==> src/rtl/pc_pkg.sv <==
// Shared types and default parameter values for the fetch-stage PC generator.
package pc_pkg;

  typedef enum logic {
    IDLE = 1'b0,
    RUN  = 1'b1
  } pc_state_e;

  localparam int unsigned PC_DEF_STEP      = 4;
  localparam logic [31:0] PC_DEF_RESET_VEC = 32'h0000_0000;
  localparam logic [31:0] PC_DEF_TRAP_VEC  = 32'h0000_0100;

endpackage

==> src/rtl/pc_gen_if.sv <==
// Control/status bundle between the fetch controller (master) and pc_gen (slave).
interface pc_gen_if #(
  parameter int unsigned XLEN = 32
);
  logic            start_i;
  logic            stall_i;
  logic            redirect_valid_i;
  logic [XLEN-1:0] redirect_pc_i;
  logic [XLEN-1:0] pc_o;
  logic            pc_valid_o;
  logic            redirect_pending_o;
  logic            misalign_o;
  logic [XLEN-1:0] badaddr_o;

  modport master (
    output start_i, stall_i, redirect_valid_i, redirect_pc_i,
    input  pc_o, pc_valid_o, redirect_pending_o, misalign_o, badaddr_o
  );

  modport slave (
    input  start_i, stall_i, redirect_valid_i, redirect_pc_i,
    output pc_o, pc_valid_o, redirect_pending_o, misalign_o, badaddr_o
  );
endinterface

==> src/rtl/pc_redirect_buf.sv <==
// One-entry holding register for a redirect that arrives while fetch is stalled.
// A write overwrites any older entry; consume and clear both empty it.
module pc_redirect_buf #(
  parameter int unsigned XLEN = 32
) (
  input  logic            clk_i,
  input  logic            rst_ni,
  input  logic            wr,
  input  logic            consume,
  input  logic            clr,
  input  logic [XLEN-1:0] wr_data,
  output logic            valid,
  output logic [XLEN-1:0] data
);

  // Occupancy flag: emptied on consume/clear, set on write.
  always_ff @(posedge clk_i or negedge rst_ni) begin
    if (!rst_ni) begin
      valid <= 1'b0;
    end else if (consume || clr) begin
      valid <= 1'b0;
    end else if (wr) begin
      valid <= 1'b1;
    end
  end

  // Payload register, overwritten by every write.
  // NOTE: the payload has no reset; it is only ever observed while valid is set.
  always_ff @(posedge clk_i) begin
    if (wr) begin
      data <= wr_data;
    end
  end

endmodule

==> src/rtl/pc_gen.sv <==
// Program-counter generator for the fetch stage: sequential increment,
// live redirect, stall-buffered redirect and an IDLE/RUN fetch gate.
// Build option: define PC_MISALIGN_TRAP_EN to divert misaligned targets to
// TRAP_VEC (with misalign_o/badaddr_o reporting); otherwise misaligned
// targets are silently aligned down.
module pc_gen
  import pc_pkg::*;
#(
  parameter int unsigned     XLEN      = 32,
  parameter logic [XLEN-1:0] RESET_VEC = XLEN'(PC_DEF_RESET_VEC),
  parameter int unsigned     STEP      = PC_DEF_STEP,
  parameter logic [XLEN-1:0] TRAP_VEC  = XLEN'(PC_DEF_TRAP_VEC)
) (
  input  logic     clk_i,
  input  logic     rst_ni,
  pc_gen_if.slave  bus
);

  // Low address bits that must be zero for an aligned target.
  localparam logic [XLEN-1:0] ALIGN_MASK = XLEN'(STEP - 1);
  localparam logic [XLEN-1:0] STEP_INC   = XLEN'(STEP);

  // Reject configurations that cannot work: STEP not a power of two, or a
  // trap vector that would itself be misaligned.
  if ((STEP == 0) || ((STEP & (STEP - 1)) != 0) ||
      ((TRAP_VEC & ALIGN_MASK) != '0)) begin : g_cfg_check
    $error("pc_gen: STEP must be a power of two and TRAP_VEC STEP-aligned");
  end

  pc_state_e       state_q, state_d;
  logic [XLEN-1:0] pc_q, pc_d;
  logic            pc_valid_q;
  logic            load_target;
  logic            pc_inc;
  logic [XLEN-1:0] target;
  logic [XLEN-1:0] load_pc;
  logic            buf_wr, buf_consume, buf_clr;
  logic            buf_valid;
  logic [XLEN-1:0] buf_data;

  pc_redirect_buf #(.XLEN(XLEN)) u_redirect_buf (
    .clk_i   (clk_i),
    .rst_ni  (rst_ni),
    .wr      (buf_wr),
    .consume (buf_consume),
    .clr     (buf_clr),
    .wr_data (bus.redirect_pc_i),
    .valid   (buf_valid),
    .data    (buf_data)
  );

  // Next-state and next-PC source selection.
  always_comb begin
    // NOTE: every signal driven here gets a default first so that no path leaves it unassigned and infers a latch.
    state_d     = bus.start_i ? RUN : IDLE;
    load_target = 1'b0;
    pc_inc      = 1'b0;
    target      = bus.redirect_pc_i;
    buf_wr      = 1'b0;
    buf_consume = 1'b0;
    buf_clr     = 1'b0;
    unique case (state_q)
      IDLE: begin
        // Boot-vector override; stall is irrelevant while idle.
        if (bus.redirect_valid_i) begin
          load_target = 1'b1;
          buf_clr     = 1'b1;
        end
      end
      RUN: begin
        if (bus.stall_i) begin
          buf_wr = bus.redirect_valid_i;
        end else if (bus.redirect_valid_i) begin
          // A live redirect wins even when fetch is being stopped.
          load_target = 1'b1;
          buf_clr     = 1'b1;
        end else if (bus.start_i && buf_valid) begin
          load_target = 1'b1;
          target      = buf_data;
          buf_consume = 1'b1;
        end else if (bus.start_i) begin
          pc_inc = 1'b1;
        end
      end
      default: ;
    endcase
  end

`ifdef PC_MISALIGN_TRAP_EN
  logic            target_misaligned;
  logic            misalign_q;
  logic [XLEN-1:0] badaddr_q;

  // Misaligned targets are diverted to the trap vector.
  always_comb begin
    target_misaligned = |(target & ALIGN_MASK);
    load_pc           = target_misaligned ? TRAP_VEC : target;
  end

  // One-cycle trap pulse together with the faulting address.
  always_ff @(posedge clk_i or negedge rst_ni) begin
    if (!rst_ni) begin
      misalign_q <= 1'b0;
      badaddr_q  <= '0;
    end else begin
      misalign_q <= load_target && target_misaligned;
      if (load_target && target_misaligned) begin
        badaddr_q <= target;
      end
    end
  end

  assign bus.misalign_o = misalign_q;
  assign bus.badaddr_o  = badaddr_q;
`else
  // Misaligned targets are aligned down; no trap reporting exists.
  always_comb begin
    load_pc = target & ~ALIGN_MASK;
  end

  assign bus.misalign_o = 1'b0;
  assign bus.badaddr_o  = '0;
`endif

  // Next-PC mux: loaded target, increment (wraps naturally), or hold.
  always_comb begin
    if (load_target) begin
      pc_d = load_pc;
    end else if (pc_inc) begin
      pc_d = pc_q + STEP_INC;
    end else begin
      pc_d = pc_q;
    end
  end

  // PC, fetch state and registered valid flag.
  always_ff @(posedge clk_i or negedge rst_ni) begin
    // NOTE: non-blocking assignments so every register samples pre-edge values regardless of statement order.
    if (!rst_ni) begin
      state_q    <= IDLE;
      pc_q       <= RESET_VEC;
      pc_valid_q <= 1'b0;
    end else begin
      state_q    <= state_d;
      pc_q       <= pc_d;
      pc_valid_q <= (state_d == RUN);
    end
  end

  assign bus.pc_o               = pc_q;
  assign bus.pc_valid_o         = pc_valid_q;
  assign bus.redirect_pending_o = buf_valid;

endmodule

==> src/flat_wrapper.sv <==
// flat-port wrapper written by rule: the top's interface ports become plain ports
module pc_gen_flat import pc_pkg::*;
#(
  parameter int unsigned     XLEN      = 32,
  parameter logic [XLEN-1:0] RESET_VEC = XLEN'(PC_DEF_RESET_VEC),
  parameter int unsigned     STEP      = PC_DEF_STEP,
  parameter logic [XLEN-1:0] TRAP_VEC  = XLEN'(PC_DEF_TRAP_VEC)
)
  (clk_i, rst_ni, bus_start_i, bus_stall_i, bus_redirect_valid_i, bus_redirect_pc_i, bus_pc_o, bus_pc_valid_o, bus_redirect_pending_o, bus_misalign_o, bus_badaddr_o);
  pc_gen_if #(.XLEN(XLEN)) bus_i ();
  input  logic clk_i;
  input  logic rst_ni;
  input wire logic [$bits(bus_i.start_i)-1:0] bus_start_i;
  input wire logic [$bits(bus_i.stall_i)-1:0] bus_stall_i;
  input wire logic [$bits(bus_i.redirect_valid_i)-1:0] bus_redirect_valid_i;
  input wire logic [$bits(bus_i.redirect_pc_i)-1:0] bus_redirect_pc_i;
  output wire logic [$bits(bus_i.pc_o)-1:0] bus_pc_o;
  output wire logic [$bits(bus_i.pc_valid_o)-1:0] bus_pc_valid_o;
  output wire logic [$bits(bus_i.redirect_pending_o)-1:0] bus_redirect_pending_o;
  output wire logic [$bits(bus_i.misalign_o)-1:0] bus_misalign_o;
  output wire logic [$bits(bus_i.badaddr_o)-1:0] bus_badaddr_o;
  assign bus_i.start_i = bus_start_i;
  assign bus_i.stall_i = bus_stall_i;
  assign bus_i.redirect_valid_i = bus_redirect_valid_i;
  assign bus_i.redirect_pc_i = bus_redirect_pc_i;
  assign bus_pc_o = bus_i.pc_o;
  assign bus_pc_valid_o = bus_i.pc_valid_o;
  assign bus_redirect_pending_o = bus_i.redirect_pending_o;
  assign bus_misalign_o = bus_i.misalign_o;
  assign bus_badaddr_o = bus_i.badaddr_o;
  pc_gen #(.XLEN(XLEN), .RESET_VEC(RESET_VEC), .STEP(STEP), .TRAP_VEC(TRAP_VEC)) u_core (.clk_i(clk_i), .rst_ni(rst_ni), .bus(bus_i));
endmodule
==> config.mk <==
export PLATFORM = sky130hd
export DESIGN_NAME = pc_gen_flat
export DESIGN_NICKNAME = d
export VERILOG_FILES = /design/src/rtl/pc_pkg.sv /design/src/rtl/pc_gen_if.sv /design/src/rtl/pc_redirect_buf.sv /design/src/rtl/pc_gen.sv /design/src/flat_wrapper.sv
export SDC_FILE = /design/constraint.sdc
export NUM_CORES = 1
export LEC_CHECK = 0
export BUFFER_PORTS_ARGS = -buffer_cell sky130_fd_sc_hd__buf_2
export CORE_MARGIN = 5
export CORE_UTILIZATION = 44
export DETAILED_ROUTE_END_ITERATION = 12
export PLACE_DENSITY = 0.7
export RECOVER_POWER = 25
export SLEW_MARGIN = 20
export SYNTH_ARGS = -nofsm -noshare
export SYNTH_HDL_FRONTEND = slang
export SYNTH_SLANG_ARGS = --single-unit
==> constraint.sdc <==
create_clock -name clk_i -period 6.09 [get_ports clk_i]
set_clock_uncertainty 0.05 [all_clocks]
set_input_delay 1.5225 -clock clk_i [delete_from_list [all_inputs] [get_ports clk_i]]
set_output_delay 1.5225 -clock clk_i [all_outputs]
set_load 0.01 [all_outputs]
# == Word level (Yosys, flattened, before mapping) ==
# Cells that the tools add are included.
# word_totals
n_memories,0
output_inout_bits,67
input_bits,37
wordCells,35
latch_bits,0
mem_bits_ro,0
regBits,66
mem_bits_rw,0
# classes
n_mul,0
add_sub_neg,1
n_reduce_logical,4
div_mod_pow,0
n_mux,25
n_lt_le_gt_ge,0
bitwise,1
n_eq_ne,0
shifts,0
# op_table
cell,n
2-to-1 mux 32 bit,6
adder 32 x 3 -> 32 bit (second input constant),1
2-to-1 mux 1 bit,17
case mux 1 bit (2 select lines),2
nonzero test 2 bit,2
logical AND 1 bit,1
logical OR 1 bit,1
inverter 1 bit,1

# == Depth between registers and ports, before layout ==
# Gate-level depths: netlist (run 1).
# depth
ltp_word,7
depth_mapped,7
ltp_nobuf,6

# == Cells and area by module ==
# A second synthesis (run 1) with hierarchy kept.
# hier_totals
cells_unflattened,292
hier_area_um2,3303.2
# modules_own_cells
module,seq_area_each_um2,instances,cells_each,area_per_inst_um2
pc_gen,775.7,1,257,2303.5
pc_redirect_buf,985.9,1,35,999.7

# == Least setup slack after synthesis (run 1) ==
# OpenSTA, ideal clock, no wires.
# synth_timing
path_kind,input to register
startpoint,input port bus_redirect_valid_i
endpoint,register u_core.u_redirect_buf.data[10] (enable)
setup_time_ns,0.417
slack_ns,2.541
required_ns,5.623
t_arrival_ns,3.082
path_stages,3
path_buffers,1
path_cell_list,inv_1 clkbuf_1 nor2_1
# synth_via
elab_chain_len,2
# synth_rtl
element,line,source
start: declaration,flat_wrapper.sv:15,input wire logic [$bits(bus_i.redirect_valid_i)-1:0] bus_redirect_valid_i;
2-to-1 mux 1 bit,pc_gen.sv:71,if (bus.stall_i) begin
2-to-1 mux 1 bit,pc_gen.sv:62,unique case (state_q)
via u_core.buf_wr,pc_gen.sv:37,"logic buf_wr, buf_consume, buf_clr;"
end signal: assignment,pc_redirect_buf.sv:31,data <= wr_data;
end: declaration,pc_redirect_buf.sv:13,output logic [XLEN-1:0] data
# The timed path passes the listed nets, and every way through them passes these cells.
# A chain may end at the register's enable or synchronous reset.

# == Worst setup path in the final report (run 1) ==
# layout_timing
startpoint,input port bus_start_i
endpoint,register u_core.pc_q[22] (netlist: u_core.bus.pc_o[22])
# layout_via
elab_chain_len,6
elab_cells_between_ends,16
cone_classes,14 x mux; 2 x reduce/logical
# layout_rtl
element,line,source
start: declaration,flat_wrapper.sv:13,input wire logic [$bits(bus_i.start_i)-1:0] bus_start_i;
logical AND 1 bit / 2-to-1 mux 1 bit (equally long branches),"pc_gen.sv:77, pc_gen.sv:81",
2-to-1 mux 1 bit / 2-to-1 mux 32 bit (equally long branches),pc_gen.sv:77,end else if (bus.start_i && buf_valid) begin
2-to-1 mux 1 bit / 2-to-1 mux 32 bit (equally long branches),pc_gen.sv:73,end else if (bus.redirect_valid_i) begin
2-to-1 mux 1 bit / 2-to-1 mux 32 bit (equally long branches),pc_gen.sv:71,
"case mux 1 bit (2 select lines), or another cell as far along",pc_gen.sv:62,
2-to-1 mux 32 bit / nonzero test 2 bit (equally long branches),n/a,
end signal: assignment,pc_gen.sv:145,pc_q <= pc_d;
end: declaration,pc_gen.sv:31,"logic [XLEN-1:0] pc_q, pc_d;"
# Several ways; a longest one is shown, not always the timed one.

==> results of run 1 <==
layout by cell type (no fill, tap or decap), drive strengths merged, types with 5 or more instances in the layout:
cell type,instances
a22oi,8
nand2,23
clkbuf,31
a21oi,24
a221o,5
and3,7
o22ai,10
conb,35
o21ai,5
nand4,13
a31oi,5
nand3,16
o311ai,6
inv,5
nor3,9
edfxtp,30
dfrtp,32
a2bb2oi,6
nor2,26
buf,49
report_power, final:
group / total, mW / switching [mW] / internal (mW)
Sequential: 0.545 / 0.0622 / 0.483
Clock: 0.358 / 0.161 / 0.197
Combinational: 0.216 / 0.129 / 0.0871
state kept, by name (all words and copies together), names as in the netlist:
| name | cells |
|---|---|
| u_core.bus.pc_o | 30 |
| u_core.u_redirect_buf.data | 30 |
| u_core.state_q | 1 |
| u_core.u_redirect_buf.valid | 1 |
kinds of logic (layout without fill, tap and decap cells):
family / Yosys count / in the layout / synth area share
AOI/OAI and AO/OA: 96 / 96 / 0.2001
xor gates and xnor gates: 2 / 2 / 0.005122
adders and majority gates: 1 / 1 / 0.003657
buffers and inverters: 55 / 90 / 0.1149
DFF: 62 / 62 / 0.4974
muxes: 1 / 1 / 0.002926
other: 1 / 35 / 0.001096
and+or+nand+nor: 110 / 110 / 0.1748
final timing paths:
check,cells past startpoint,to,start,slack (ns)
max,6,u_core.bus.pc_o[22]$_DFFE_PN0P_,bus_start_i,2.80
min,2,u_core.bus.pc_o[19]$_DFFE_PN0P_,u_core.u_redirect_buf.data[19]$_DFFE_PP_,0.42
max reg2reg,6,u_core.bus.pc_o[16]$_DFFE_PN0P_,u_core.bus.pc_o[3]$_DFFE_PN0P_,3.58
min reg2reg,2,u_core.bus.pc_o[19]$_DFFE_PN0P_,u_core.u_redirect_buf.data[19]$_DFFE_PP_,0.42
max in group asynchronous,1,u_core.bus.pc_o[13]$_DFFE_PN0P_,rst_ni,3.25
min in group asynchronous,1,u_core.bus.pc_o[5]$_DFFE_PN0P_,rst_ni,1.64
through the flow:
step	setup slack (ns)	utilization	power (mW)	instance area [µm²]	std cells
after floorplan	2.541	-	0.6944	3548	362
after global placement	2.482	0.4787	0.7624	3661	483
after detailed placement	2.509	0.4792	0.7701	3665	483
after CTS	2.856	0.5043	1.125	3856	499
after global routing	2.643	0.5010	1.175	3831	499
final	2.802	0.5010	1.120	3831	499
routing by layer:
metal / up-vias / routed length, µm / share of wire / track usage
met4: 0 / 227 / 0.026 / 0.07563
met2: 106 / 4104 / 0.47 / 0.2832
li1: 1323 / - / - / -
met5: - / 0 / 0 / 0
met1: 1395 / 3845 / 0.44 / 0.2289
met3: 22 / 505 / 0.058 / 0.04000
critical path, delay by kind of cell:
family / cells / cell delay, ns
AO/OA/AOI/OAI: 3 / 1.37
buffers and inverters: 1 / 0.12
AND/OR/NAND/NOR: 2 / 0.51
layout make-up:
class | instances | area [µm²] | area share
clock buffer | 11 | 141.4 | 0.03690
clock inverter | 5 | 50.05 | 0.01306
inverter | 5 | 18.77 | 0.004899
multi-input combinational | 245 | 1464 | 0.3821
sequential | 62 | 1702 | 0.4442
tap | 102 | 127.6 | 0.03331
timing repair buffer | 69 | 327.8 | 0.08556
==> flow_metrics.py, run 1 <==
metrics = {
    "status": {
        "outcome": "finished with violations",
        "failing_checks": "max-capacitance violations, max-slew violations",
    },
    "layout": {
        "num-fill-cells": 725,
        "area.growth.synth_to_final_pct": 12.00,
        "share_of_final_layout_standard_cells_stronger_than_drive_strength_1": 0.1965,
        "final_nets": 430,
        "antenna_cells": 0,
    },
    "routing": {
        "routed_via_density": 5.703,
        "initialDrtViolationCount": 186,
        "route.detailed.drc": 0,
        "finalWirelength_um": 8683,
        "detail-route-antenna-nets": 0,
        "detailedRoute.firstPassIterationCount": 4,
        "routed-via-count": 2846,
        "detail_route.wl_per_cell_um": 17.40,
    },
    "synth": {
        "yosys_warnings": 0,
        "ys_seq_area_frac": 0.4974,
        "ys_types": 61,
        "synth.cell_area_mm2": 0.003421,
        "synth_common_cells": "sky130_fd_sc_hd__buf_4, sky130_fd_sc_hd__dfrtp_1, sky130_fd_sc_hd__edfxtp_1",
        "synthDominantAreaCellType": "sky130_fd_sc_hd__edfxtp_1",
        "yosys.cell_count.top_type": "sky130_fd_sc_hd__buf_4",
        "syn_inst": 328,
        "syn-mean-instance-area_um2": 10.43,
        "most_area_consuming_cells_after_synthesis": "sky130_fd_sc_hd__edfxtp_1, sky130_fd_sc_hd__dfrtp_1, sky130_fd_sc_hd__buf_4",
        "post_synth_edffs": 30,
        "yosys_most_used_dff": "sky130_fd_sc_hd__dfrtp_1",
        "netlist.area_leader.share": 0.2634,
        "synth-async-reset-ratio": 0.5161,
        "synth-seq-cells": 62,
    },
    "power_and_ir_drop": {
        "vdd.ir_drop.worst_mv": 0.1755,
        "power_per_cell_area_mw_per_mm2": 292.2,
        "cellLeakagePower_nw": 1.519,
    },
    "global_route": {
        "globalRouteTotalUtil": 0.1762,
        "grt_pass1_wl_um": 13490,
        "grt_antenna_before_repair": 0,
        "grt.overflow.total": 0,
        "pin_count_of_the_biggest_net_entering_global_routing": 33,
        "number_of_global_route_vias_before_repair": 2703,
    },
    "sta": {
        "finalSetupTns_ns": 0,
        "tightest_slew_ns": 1.899,
        "post-route-min-period_ns": 3.288,
        "maxSlewHeadroom": -0.2662,
        "rsz0062_at_grt": "false",
        "setup_violations": 0,
        "post-route-period-util": 0.5399,
        "hold_violations": 0,
        "fmaxAchievable_ghz": 0.3042,
        "min_hold_slack_ns": 0.4240,
        "finalMaxSlewViolations": 33,
    },
    "die": {
        "width_of_the_die_um": 98.18,
        "start_util": 0.4473,
        "die_height_um": 98.18,
        "core-area_mm2": 0.007647,
        "floorplan.io_pins": 104,
        "placementRows": 32,
        "area_of_the_die_mm2": 0.009638,
    },
    "cts": {
        "cts-buffers-inserted": 9,
        "post_cts_resize_count": 0,
        "clk_path_buf_depth": 2,
        "cts_hold_buffers": 0,
        "clock_sink_count": 62,
        "cts.repair_timing.setup_buffer_count": 0,
        "clock_tree.htree_level_count": 3,
        "worst_setup_hold_path_clk_slew_ns": 0.06,
        "clk_latency_ns": 0.35,
        "clock_tree.root_cell": "sky130_fd_sc_hd__clkbuf_8",
        "cts_tree": "built",
    },
    "critical_path": {
        "crit_path_cell_trace": "clkbuf_1 > and3_1 > o21a_1 > nor2_1 > a32o_1 > o21ba_2",
        "worst_ep_required_time_ns": 6.33,
        "critical_path_peak_fanout": 28,
        "cp_data_arrival_time_ns": 3.52,
        "timing.setup.critical_path_class": "in2reg",
        "max_stage_delay_ns": 0.83,
        "setup.worst_path.start_class": "input pin",
        "timing.critical_path.to_type": "register",
        "critical-path-slowest-cell": "sky130_fd_sc_hd__o21a_1",
    },
    "placement": {
        "io_buffer_count": 66,
        "gp_congestion": 0.8026,
        "dp_hpwl_um": 6045,
    },
    "job": {
        "maxCapViolations": 1,
    },
    "hold_path": {
        "timing.hold.worst.class": "reg2reg",
    },
}
(Power assumes the default switching activity.)
==> run 2, diff against run 1 <==
- ABC_AREA: default -> 1
- PLACE_DENSITY: 0.7 -> 0.68
- clock period: 6.09 -> 3.2 ns (I/O delays scaled with it)
==> run 2 against run 1 <==
The flow still finishes with violations (max-capacitance violations, max-slew violations). Combinational power increased to 2.5 times the previous value. Power up 120%. Flip-flop and latch count unchanged. Final cell count rose by 48%. Synthesized area increased by 16%. Worst hold slack improved by 0.067 ns. Clock-buffer cell count is 1 higher. Core utilization grew 0.82 points. Routed wire length up 17%. Non-clock buffer count rose by 2.
==> flow_metrics.py, run 2 <==
metrics = {
    "status": {
        "outcome": "finished with violations",
        "failing_checks": "max-capacitance violations, max-slew violations",
    },
    "layout": {
        "layout_common_cells": "sky130_fd_sc_hd__nand2_1, sky130_fd_sc_hd__nor2_1, sky130_fd_sc_hd__buf_2",
        "antenna_cells": 0,
        "final_nets": 664,
        "area.growth.synth_to_final_pct": 12.53,
        "final_cell_count_no_fill": 739,
        "num-fill-cells": 941,
        "share_of_final_layout_standard_cells_stronger_than_drive_strength_1": 0.1458,
        "postLayoutCoreUtil": 0.5091,
        "layout.cells.most_common": "sky130_fd_sc_hd__nand2_1",
    },
    "cts": {
        "cts_hold_buffers": 0,
        "worst_setup_hold_path_clk_slew_ns": 0.07,
        "cts-buffers-inserted": 9,
        "clock_tree.htree_level_count": 3,
        "clk_path_buf_depth": 2,
        "cts.repair_timing.setup_buffer_count": 0,
        "clk_latency_ns": 0.34,
        "post_cts_resize_count": 0,
        "clock_sink_count": 62,
        "clock_tree.root_cell": "sky130_fd_sc_hd__clkbuf_8",
        "cts_tree": "built",
    },
    "routing": {
        "finalWirelength_um": 10130,
        "detail-route-antenna-nets": 0,
        "initialDrtViolationCount": 177,
        "route.detailed.drc": 0,
        "detailedRoute.firstPassIterationCount": 4,
        "routed_via_density": 4.880,
        "detail_route.wl_per_cell_um": 13.71,
        "routed-via-count": 3606,
    },
    "global_route": {
        "grt_pass1_wl_um": 17140,
        "number_of_global_route_vias_before_repair": 3602,
        "pin_count_of_the_biggest_net_entering_global_routing": 46,
        "globalRouteTotalUtil": 0.1906,
        "grt.overflow.total": 0,
        "grt_antenna_before_repair": 0,
    },
    "placement": {
        "dp_slack_ns": 0.6623,
        "gp_congestion": 0.8778,
        "io_buffer_count": 66,
        "dp_hpwl_um": 7531,
        "post-place-cells": 723,
    },
    "sta": {
        "post-route-min-period_ns": 2.159,
        "fmaxAchievable_ghz": 0.4632,
        "finalSetupTns_ns": 0,
        "tightest_slew_ns": 1.898,
        "rsz0062_at_grt": "false",
        "hold_violations": 0,
        "finalMaxSlewViolations": 33,
        "post-route-period-util": 0.6746,
        "worst_slack_ns": 1.041,
        "maxSlewHeadroom": -0.2655,
        "setup_violations": 0,
    },
    "critical_path": {
        "critical_path.most_common_cell": "sky130_fd_sc_hd__inv_2",
        "critical_path_peak_fanout": 45,
        "cp_data_arrival_time_ns": 2.34,
        "timing.critical_path.to_type": "register",
        "crit_path_cell_trace": "buf_2 > inv_2 > a21oi_2 > inv_2 > nand2_2 > inv_2 > nand2_4 > inv_2 > nor2_1 > a21oi_1",
        "worst_ep_required_time_ns": 3.38,
        "setup.worst_path.start_class": "input pin",
        "critical_path.endpoint": "u_core.bus.pc_o[28]$_DFFE_PN0P_",
        "timing.critical_path.from": "bus_redirect_valid_i",
        "timing.setup.critical_path_class": "in2reg",
        "reg2regPathDepth": 10,
        "reg2reg_to": "u_core.bus.pc_o[18]$_DFFE_PN0P_",
        "worst_setup_slack_for_register_to_register_paths_ns": 1.08,
        "max_stage_delay_ns": 0.36,
        "crit-reg2reg-launch": "u_core.bus.pc_o[2]$_DFFE_PN0P_",
        "critical-path-slowest-cell": "sky130_fd_sc_hd__nand2_4",
    },
    "job": {
        "maxCapViolations": 1,
    },
    "synth": {
        "yosys_most_used_dff": "sky130_fd_sc_hd__dfrtp_1",
        "synth.cell_area_mm2": 0.003965,
        "yosys.cell_count.top_type": "sky130_fd_sc_hd__nand2_1",
        "synth_simple_gate_area_share": 0.3632,
        "synth_common_cells": "sky130_fd_sc_hd__nand2_1, sky130_fd_sc_hd__nor2_1, sky130_fd_sc_hd__buf_4",
        "synth_compound_area_frac": 0.06595,
        "synthDominantAreaCellType": "sky130_fd_sc_hd__edfxtp_1",
        "post_synth_xor_area_fraction": 0.008836,
        "post_synth_edffs": 30,
        "ys_seq_area_frac": 0.4292,
        "syn-mean-instance-area_um2": 7.068,
        "post_synth_mux_area_share": 0,
        "synth-async-reset-ratio": 0.5161,
        "ys_types": 31,
        "netlist.area_leader.share": 0.2272,
        "main_combinational_cell_family_by_area_after_synthesis": "simple AND/OR/NAND/NOR gates",
        "yosys_warnings": 0,
        "most_area_consuming_cells_after_synthesis": "sky130_fd_sc_hd__edfxtp_1, sky130_fd_sc_hd__dfrtp_1, sky130_fd_sc_hd__nand2_1",
        "syn_inst": 561,
        "post_synthesis_share_of_cell_area_spent_on_full_adders_half_adders_and_majority_gates": 0.003156,
        "synth-seq-cells": 62,
    },
    "power_and_ir_drop": {
        "cellLeakagePower_nw": 2.139,
        "switching_share": 0.3228,
        "power_per_cell_area_mw_per_mm2": 551.3,
        "power_switching_uw": 794.0,
        "p_int_mw": 1.666,
        "vdd.ir_drop.worst_mv": 0.2547,
        "power.clock.fraction": 0.345,
        "power.share.sequential": 0.431,
        "combPwrFrac": 0.224,
    },
    "die": {
        "placementRows": 34,
        "floorplan.io_pins": 104,
        "start_util": 0.4525,
        "die_height_um": 104.9,
        "core-area_mm2": 0.008763,
        "area_of_the_die_mm2": 0.01101,
        "width_of_the_die_um": 104.9,
    },
    "hold_path": {
        "holdPathStages": 2,
        "timing.hold.worst.class": "reg2reg",
    },
}
[run 2: changes by cell type in the layout (fill, tap and decap cells not counted), moves of 11 or more]
cell,previous run,this run
sky130_fd_sc_hd__inv_1,5,34
sky130_fd_sc_hd__nand2_1,22,176
sky130_fd_sc_hd__nor2_1,25,127
sky130_fd_sc_hd__nand3_1,16,28
sky130_fd_sc_hd__or2_2,1,12
[run 2: worst min path at each step]
stage | start | slack, ns | endpoint
3_3_place_gp | u_core.u_redirect_buf.valid$_DFFE_PN0P_ | 0.48 | u_core.u_redirect_buf.valid$_DFFE_PN0P_
3_5_place_dp | u_core.u_redirect_buf.valid$_DFFE_PN0P_ | 0.48 | u_core.u_redirect_buf.valid$_DFFE_PN0P_
6_report | u_core.u_redirect_buf.valid$_DFFE_PN0P_ | 0.49 | u_core.u_redirect_buf.valid$_DFFE_PN0P_
2_1_floorplan | rst_ni | 0.45 | u_core.bus.pc_o[10]$_DFFE_PN0P_
5_1_grt | u_core.u_redirect_buf.data[2]$_DFFE_PP_ | 0.52 | u_core.bus.pc_o[2]$_DFFE_PN0P_
4_1_cts | u_core.u_redirect_buf.valid$_DFFE_PN0P_ | 0.50 | u_core.u_redirect_buf.valid$_DFFE_PN0P_
[run 2: power by group through the flow]
stage	Sequential (mW)	Combinational, mW	Clock, mW
6_report	1.06	0.550	0.849
5_1_grt	1.08	0.640	0.906
4_1_cts	1.06	0.560	0.865
3_5_place_dp	1.08	0.558	0
3_3_place_gp	1.08	0.547	0
2_1_floorplan	1.07	0.372	0
[run 2: stage by stage]
step                      area (µm²)  total power, mW  hold WS, ns
after floorplan                 4098            1.446       0.4544
after global placement          4247            1.623       0.4757
after detailed placement        4247            1.636       0.4825
after CTS                       4487            2.488       0.5005
after global routing            4462            2.628       0.5224
final                           4462            2.460       0.4914
[run 2: area by class of cell]
type	count	area, µm²	area share
Clock buffer	12	145.1	0.03253
Tap cell	108	135.1	0.03029
Inverter	40	150.1	0.03365
Multi-Input combinational cell	442	1892	0.4240
Clock inverter	4	95.09	0.02131
Sequential cell	62	1702	0.3814
Timing Repair Buffer	71	342.8	0.07684
[run 2: worst max-delay path: cells and delay by family]
kind                   cells  cell delay, ns
AND/OR/NAND/NOR            3            0.63
buffers and inverters      5            0.56
AO/OA/AOI/OAI              2            0.34
[run 2: layer usage]
layer	part of all wire	GRT usage	wire length [µm]
met1	0.45	0.2504	4546
met2	0.46	0.3116	4673
met3	0.072	0.03822	732
met4	0.018	0.06941	181
met5	0	0	0
[run 2: kinds of logic (layout without fill, tap and decap cells)]
logic type / after synthesis / count (layout)
XOR/XNOR: 4 / 4
buffers and inverters: 91 / 127
adder cells (fa/ha/maj): 1 / 1
flip-flops: 62 / 62
AO/OA/AOI/OAI: 47 / 47
other: 1 / 35
AND/OR/NAND/NOR: 355 / 355
==> run 3, diff against run 2 <==
- ABC_AREA: 1 -> 0
- PLACE_DENSITY: 0.68 -> 0.7
- clock period: 3.2 -> 2.1 ns (I/O delays scaled with it)
==> run 3 against run 2 <==
The flow now finishes without violations. Largest cell class is now registers. Flip-flop and latch count unchanged. Sequential share of layout area up 4.2 points. Power up 30%. Critical path depth down 6. Clock-buffer cell count down 2. Worst hold slack worse by 0.27 ns. Non-clock buffer count up 22. Core utilization up 1.6 points. First-iteration DRC count down 11%. Die area down 12%. Worst setup slack worse by 0.84 ns. Design area down 10%.
==> flow_metrics.py, run 3 (synthesis results as in run 1) <==
metrics = {
    "status": {
        "outcome": "finished, final reports clean",
    },
    "sta": {
        "maxSlewHeadroom": 0.4194,
        "post-route-min-period_ns": 1.898,
        "min_hold_slack_ns": 0.2182,
        "post-route-period-util": 0.9038,
        "hold_violations": 0,
        "tightest_slew_ns": 0.8710,
        "setup_violations": 0,
        "finalMaxSlewViolations": 0,
        "rsz0062_at_grt": "false",
        "fmaxAchievable_ghz": 0.5269,
        "finalSetupTns_ns": 0,
        "worst_slack_ns": 0.2020,
    },
    "placement": {
        "gp_congestion": 0.8506,
        "io_buffer_count": 66,
        "post-place-cells": 507,
        "dp_hpwl_um": 6368,
        "dp_slack_ns": 0.06856,
    },
    "layout": {
        "final_cell_count_no_fill": 523,
        "num-fill-cells": 722,
        "final_nets": 454,
        "layout.cells.most_common": "sky130_fd_sc_hd__buf_2",
        "share_of_final_layout_standard_cells_stronger_than_drive_strength_1": 0.2375,
        "register_area_mm2": 0.001702,
        "antenna_cells": 0,
        "layout_common_cells": "sky130_fd_sc_hd__buf_2, sky130_fd_sc_hd__conb_1, sky130_fd_sc_hd__dfrtp_1",
        "total_area_of_multi_input_combinational_cells_mm2": 0.001456,
        "area.growth.synth_to_final_pct": 17.41,
    },
    "power_and_ir_drop": {
        "p_int_mw": 2.130,
        "cellLeakagePower_nw": 1.628,
        "power.clock.fraction": 0.288,
        "power.share.sequential": 0.486,
        "power_switching_mw": 1.058,
        "power_per_cell_area_mw_per_mm2": 793.7,
        "switching_share": 0.3318,
        "combPwrFrac": 0.226,
        "vdd.ir_drop.worst_mv": 0.4651,
    },
    "job": {
        "maxCapViolations": 0,
    },
    "cts": {
        "clock_tree.root_cell": "sky130_fd_sc_hd__clkbuf_8",
        "clk_latency_ns": 0.36,
        "cts.repair_timing.setup_buffer_count": 0,
        "worst_setup_hold_path_clk_slew_ns": 0.07,
        "clk_path_buf_depth": 2,
        "post_cts_resize_count": 0,
        "cts-buffers-inserted": 9,
        "cts_hold_buffers": 0,
        "cts_tree": "built",
        "clock_sink_count": 62,
        "clock_tree.htree_level_count": 3,
    },
    "critical_path": {
        "timing.critical_path.to_type": "register",
        "critical_path_peak_fanout": 7,
        "crit-reg2reg-launch": "u_core.bus.pc_o[6]$_DFFE_PN0P_",
        "critical_path.endpoint": "u_core.bus.pc_o[24]$_DFFE_PN0P_",
        "worst_setup_slack_for_register_to_register_paths_ns": 0.20,
        "reg2regPathDepth": 4,
        "cp_data_arrival_time_ns": 2.10,
        "timing.setup.critical_path_class": "reg2reg",
        "reg2reg_to": "u_core.bus.pc_o[24]$_DFFE_PN0P_",
        "setup.worst_path.start_class": "register",
        "worst_ep_required_time_ns": 2.30,
        "timing.critical_path.from": "u_core.bus.pc_o[6]$_DFFE_PN0P_",
    },
    "global_route": {
        "globalRouteTotalUtil": 0.1849,
        "pin_count_of_the_biggest_net_entering_global_routing": 33,
        "number_of_global_route_vias_before_repair": 2877,
        "grt_pass1_wl_um": 14220,
        "grt.overflow.total": 0,
        "grt_antenna_before_repair": 0,
    },
    "routing": {
        "finalWirelength_um": 8737,
        "routed_via_density": 5.598,
        "route.detailed.drc": 0,
        "detail_route.wl_per_cell_um": 16.71,
        "initialDrtViolationCount": 157,
        "routed-via-count": 2928,
        "detailedRoute.firstPassIterationCount": 7,
        "detail-route-antenna-nets": 0,
    },
    "die": {
        "start_util": 0.4473,
        "placementRows": 32,
        "width_of_the_die_um": 98.18,
        "area_of_the_die_mm2": 0.009638,
        "core-area_mm2": 0.007647,
        "floorplan.io_pins": 104,
        "die_height_um": 98.18,
    },
    "hold_path": {
        "timing.hold.worst.class": "in2async",
    },
}
==> run 3: cell count changes in the layout (fill, tap and decap cells not counted), sizes merged, moves of 7 or more <==
cell / delta
a22oi: +8
and3: +7
buf: +22
inv: -35
nand2: -155
nand3: -12
nand4: +9
nor2: -104
nor3: +7
o21ai: -8
o22ai: +9
or2: -10
==> run 3: cell type report <==
class / instances / share of cell area
flip-flops and latches: 62 / 0.4237
multi-input cells: 245 / 0.3626
clock buffers: 10 / 0.03178
inverters: 5 / 0.004673
well taps: 102 / 0.03178
clock inverters: 6 / 0.009657
repair buffers: 93 / 0.1358
==> run 3: critical path, stage by stage, from the launching register on <==
cell and delay [ns]:
sky130_fd_sc_hd__dfrtp_1 0.48, sky130_fd_sc_hd__nand4_4 0.17, sky130_fd_sc_hd__or4_4 0.58, sky130_fd_sc_hd__or2_4 0.26
sky130_fd_sc_hd__o311ai_1 0.24
==> run 3: power by group through the flow <==
| stage | Combinational (mW) | Sequential (mW) | Clock [mW] |
|---|---|---|---|
| after floorplan | 0.397 | 1.62 | 0 |
| after global placement | 0.712 | 1.56 | 0 |
| after detailed placement | 0.726 | 1.57 | 0 |
| after CTS | 0.729 | 1.55 | 0.930 |
| after global routing | 0.799 | 1.57 | 0.994 |
| final | 0.719 | 1.55 | 0.918 |
==> run 3: through the flow <==
step | cell area, µm² | power, mW | util
final | 4016 | 3.188 | 0.5252
after global placement | 3875 | 2.275 | 0.5067
after detailed placement | 3875 | 2.298 | 0.5067
after CTS | 4041 | 3.206 | 0.5285
after floorplan | 3551 | 2.014 | -
after global routing | 4016 | 3.364 | 0.5252
==> run 3: per-layer routing <==
metal,part of all wire,vias up,GRT usage
met5,0,-,0
met4,0.021,0,0.09979
met3,0.068,14,0.03429
met2,0.47,103,0.2895
met1,0.44,1437,0.2428
li1,-,1374,-
==> run 3: worst min-delay path by stage <==
stage                                             start                               to
2_1_floorplan                                    rst_ni  u_core.bus.pc_o[10]$_DFFE_PN0P_
6_report                                         rst_ni   u_core.bus.pc_o[8]$_DFFE_PN0P_
3_3_place_gp   u_core.u_redirect_buf.data[19]$_DFFE_PP_  u_core.bus.pc_o[19]$_DFFE_PN0P_
5_1_grt                                     bus_start_i         u_core.state_q$_DFF_PN0_
4_1_cts                                          rst_ni   u_core.bus.pc_o[3]$_DFFE_PN0P_
3_5_place_dp   u_core.u_redirect_buf.data[19]$_DFFE_PP_  u_core.bus.pc_o[19]$_DFFE_PN0P_
